--- src/rtl/serial_fas.sv ---
// Bit-serial N-bit adder/subtractor: one fas cell plus a carry flip-flop, LSB first.
// Latches operands on start, produces one result bit per clock, and pulses done after N cycles.

module fas (
  input  logic a,
  input  logic b,
  input  logic cin,
  input  logic a_ns,
  output logic s,
  output logic cout
);
  logic b_eff;

  // Subtract folds into the add path by inverting B; the caller seeds cin with 1.
  assign b_eff = b ^ ~a_ns;
  assign s     = a ^ b_eff ^ cin;
  assign cout  = (a & b_eff) | (cin & (a ^ b_eff));
endmodule

module serial_fas #(
  parameter int N = 8
) (
  input  logic         clk,
  input  logic         rst,
  input  logic         start,
  input  logic [N-1:0] a,
  input  logic [N-1:0] b,
  input  logic         a_ns,
  output logic         busy,
  output logic         done,
  output logic [N-1:0] s,
  output logic         cout,
  output logic         ovf
);
  localparam int CW = (N > 1) ? $clog2(N) : 1;

  typedef enum logic {IDLE, RUN} state_t;

  state_t        state_q, state_d;
  logic [N-1:0]  a_sr, b_sr;
  logic [N-2:0]  r_sr;
  logic [N-1:0]  res_next;
  logic          ns_q;
  logic          carry_q;
  logic [CW-1:0] cnt;
  logic          last;
  logic          bit_s, bit_c;

  fas u_fas (
    .a    (a_sr[0]),
    .b    (b_sr[0]),
    .cin  (carry_q),
    .a_ns (ns_q),
    .s    (bit_s),
    .cout (bit_c)
  );

  assign last     = (cnt == CW'(N - 1));
  assign res_next = {bit_s, r_sr};

  // Overflow: carry into the MSB differs from the carry out of it.
  function automatic logic calc_ovf(input logic c_in_msb, input logic c_out_msb);
    return c_in_msb ^ c_out_msb;
  endfunction

  always_ff @(posedge clk) begin
    if (rst) state_q <= IDLE;
    else     state_q <= state_d;
  end

  always_comb begin
    state_d = state_q;
    case (state_q)
      IDLE:    if (start) state_d = RUN;
      RUN:     if (last)  state_d = IDLE;
      default: state_d = IDLE;
    endcase
  end

  always_comb begin
    busy = (state_q == RUN);
  end

  always_ff @(posedge clk) begin
    if (rst) begin
      a_sr    <= '0;
      b_sr    <= '0;
      r_sr    <= '0;
      ns_q    <= 1'b0;
      carry_q <= 1'b0;
      cnt     <= '0;
      done    <= 1'b0;
      s       <= '0;
      cout    <= 1'b0;
      ovf     <= 1'b0;
    end else begin
      done <= 1'b0;
      case (state_q)
        IDLE: begin
          if (start) begin
            a_sr    <= a;
            b_sr    <= b;
            ns_q    <= a_ns;
            carry_q <= ~a_ns;
            cnt     <= '0;
          end
        end
        RUN: begin
          a_sr    <= {1'b0, a_sr[N-1:1]};
          b_sr    <= {1'b0, b_sr[N-1:1]};
          r_sr    <= res_next[N-1:1];
          carry_q <= bit_c;
          cnt     <= cnt + CW'(1);
          // The MSB is processed on this edge, so the result is complete here.
          if (last) begin
            s    <= res_next;
            cout <= bit_c;
            ovf  <= calc_ovf(carry_q, bit_c);
            done <= 1'b1;
          end
        end
        default: ;
      endcase
    end
  end
endmodule

--- config.mk ---
export PLATFORM = sky130hd
export DESIGN_NAME = serial_fas
export DESIGN_NICKNAME = d
export VERILOG_FILES = /design/src/rtl/serial_fas.sv
export SDC_FILE = /design/constraint.sdc
export NUM_CORES = 1
export LEC_CHECK = 0
export ABC_AREA = 1
export BUFFER_PORTS_ARGS = -buffer_cell sky130_fd_sc_hd__clkbuf_2
export CORE_MARGIN = 2
export CORE_UTILIZATION = 55
export DETAILED_ROUTE_END_ITERATION = 6
export GPL_ROUTABILITY_DRIVEN = 0
export GPL_TIMING_DRIVEN = 0
export PLACE_DENSITY = 0.84
export SYNTH_ARGS = -nofsm -noshare
export SYNTH_HDL_FRONTEND = slang
export SYNTH_HIERARCHICAL = 1
export SYNTH_SLANG_ARGS = --single-unit
--- constraint.sdc ---
create_clock -name clk -period 4 [get_ports clk]
set_clock_uncertainty 0.15 [all_clocks]
set_input_delay 0.8 -clock clk [delete_from_list [all_inputs] [get_ports clk]]
set_output_delay 0.8 -clock clk [all_outputs]
set_load 0.005 [all_outputs]
==> metrics.txt <==
setup repair bufs after CTS 0; fin crit share 0.456; Die Wd 60.8 um; commonest non-fill, non-tap cell in the layout nand2_1; first-pass GRT wire length 5440 um; TritonRoute pass-1 iters 4; total track usage 0.207; synthesized instance count 235; Vias 1,510; height of the chip 60.8 um; H-tree Lvls 2; register bit total from synthesis 40; sequential element share of the synthesized area 0.452; syn_area_per_cell 7.54 um2; Tmin final 1.82 ns; Yosys top cell area share 0.452; number of global-route vias before repair 1,304; largest net degree at the start of global routing 12; most frequent cells in the layout nand2_1, dfxtp_1, clkbuf_2; Slew Limit Fails 0; worst reg2reg path startpoint ns_q; # setup viols final 0; WP data required 3.05 ns; Reg2Reg Depth 7; Antenna Violating Nets Remaining 0; Hold Vio Cnt, Final 0; worst hold path type reg2reg; CTS Buffer Depth 2; arrival time worst endpoint 0.87 ns; outcome finished, final reports clean; WP depth 1; hold_buf cts 0; Synth area leaders dfxtp_1, nand2_1, nand3_1; DR iter-0 viols 108; RR Endpoint ovf; Worst Path Buf+Inv 1; layout cells sized above 1 0.217; Cell Area, Placed 1980 um2; Clock Pin Slew Worst Setup and Hold Paths 0.11 ns; reg-to-reg slack, setup 2.50 ns; Worst-Skew Late Latency 0.35 ns; Post-Syn Nets 259; total gr overflow 0; met2 Usage GRT 0.315; slew at the pin closest to its max-slew limit 0.438 ns; Yosys top cell by area dfxtp_1; DRC 0; clock sink count 40; CP cell instances clkbuf_2; global route hottest layer met2; Leak 0.00103 uW; peak fanout along the critical path 3; IO Pins 32; TNS Setup 0 ns; I/O Buffers 30; Final Power 704 uW; Routed WL per cell 10.1 um; crit start category register; M1 GR Usage 0.258; synthesized cell area 1770 um2; CTS tree done; max_cap viols 0; Antenna diodes 0; clock root buffer clkbuf_4; initial antenna violation count 0; Yosys cell types 22; grt met3 use 0.0576; post_cts resized 0; endpoint type of the worst setup path primary output; Post-Route WL 3190 um; worst vdd ir 0.182 mV; initial core utilization 0.580; Crit Path Category reg2out; HPWL Detailed 2350 um; Die Area 3690 um2; total CTS buffers 5; kind of cell adding the most delay to the critical path flip-flops; RSZ-0062 raised after global routing no; power density over the cells 348 nW/um2; synthesis-to-layout area growth 14.2%; relative slew slack 0.708; max incr delay on CP 0.39 ns; Final #Nets 296; drt via density 4.78; Synth Warn # 6; critical-path cell with the highest stage delay dfxtp_1; # rows 20; fin area 2020 um2; CP Capture Point busy; fmax 0.549 GHz; core area 3050 um2; Setup crit start busy
how the worst min path moves through the flow:
stage | startpoint | cells past startpoint | end | slack [ns]
2_1_floorplan | r_sr[0] | 2 | r_sr[0] | 0.29
3_3_place_gp | r_sr[0] | 2 | r_sr[0] | 0.30
3_5_place_dp | r_sr[0] | 2 | r_sr[0] | 0.31
4_1_cts | r_sr[0] | 2 | r_sr[0] | 0.32
5_1_grt | r_sr[2] | 2 | r_sr[2] | 0.35
6_report | r_sr[0] | 2 | r_sr[0] | 0.32
layout make-up:
class	count	area, um2
multi-input cells	155	757
repair buffers	30	150
fillers	280	1030
clock buffers	6	41.3
plain buffers	14	114
flip-flops and latches	40	801
clock inverters	1	5.00
well taps	44	55.1
inverters	26	100
registers in the layout, summed over array words and instances, names as in the netlist:
name / flops
b_sr: 8
ovf: 1
carry_q: 1
s: 8
r_sr: 7
cnt: 3
busy: 1
done: 1
a_sr: 8
cout: 1
ns_q: 1
synth_stat cells:
| cell | number |
|---|---|
| buf_4 | 3 |
| nor2_1 | 25 |
| inv_4 | 1 |
| nand3_1 | 22 |
| and3_1 | 1 |
| ha_1 | 3 |
| a21oi_1 | 11 |
| nor2_8 | 1 |
| nand3b_1 | 1 |
| buf_2 | 4 |
| inv_2 | 1 |
| clkbuf_1 | 1 |
| nand3_2 | 7 |
| dfxtp_1 | 40 |
| inv_1 | 24 |
| o21ai_0 | 9 |
| a22oi_1 | 2 |
| buf_6 | 6 |
| nand2_1 | 70 |
| xnor2_1 | 1 |
| nor3_1 | 1 |
| fa_1 | 1 |
cells by family (layout without fill, tap and decap cells):
family / Yosys count / in the layout / share of synthesized area
fa+ha+maj: 4 / 4 / 0.0325
buf+inv: 40 / 77 / 0.121
flops: 40 / 40 / 0.452
compound gates: 22 / 22 / 0.0650
simple gates: 128 / 128 / 0.325
xor+xnor: 1 / 1 / 0.00494
where the power goes:
part	switching (uW)	internal [uW]	total [uW]
Clock	124	64.8	189
Sequential	8.71	413	422
Combinational	53.3	39.9	93.2
Total	186	518	704
metrics by stage:
step,worst slack (ns),cells,hold slack [ns],util
4_1_cts,2.17,316,0.322,0.663
3_5_place_dp,2.24,309,0.306,0.648
6_report,2.18,316,0.318,0.663
2_1_floorplan,2.43,235,0.286,-
5_1_grt,2.10,316,0.347,0.663
3_3_place_gp,2.28,309,0.298,0.648
layer usage:
| layer | part of all wire | wire [um] | up-vias |
|---|---|---|---|
| met1 | 0.47 | 1490 | 666 |
| li1 | - | - | 807 |
| met2 | 0.46 | 1470 | 30 |
| met5 | 0 | 0 | - |
| met4 | 0.029 | 93 | 0 |
| met3 | 0.043 | 138 | 7 |
Power figures use the tool's default switching activity.
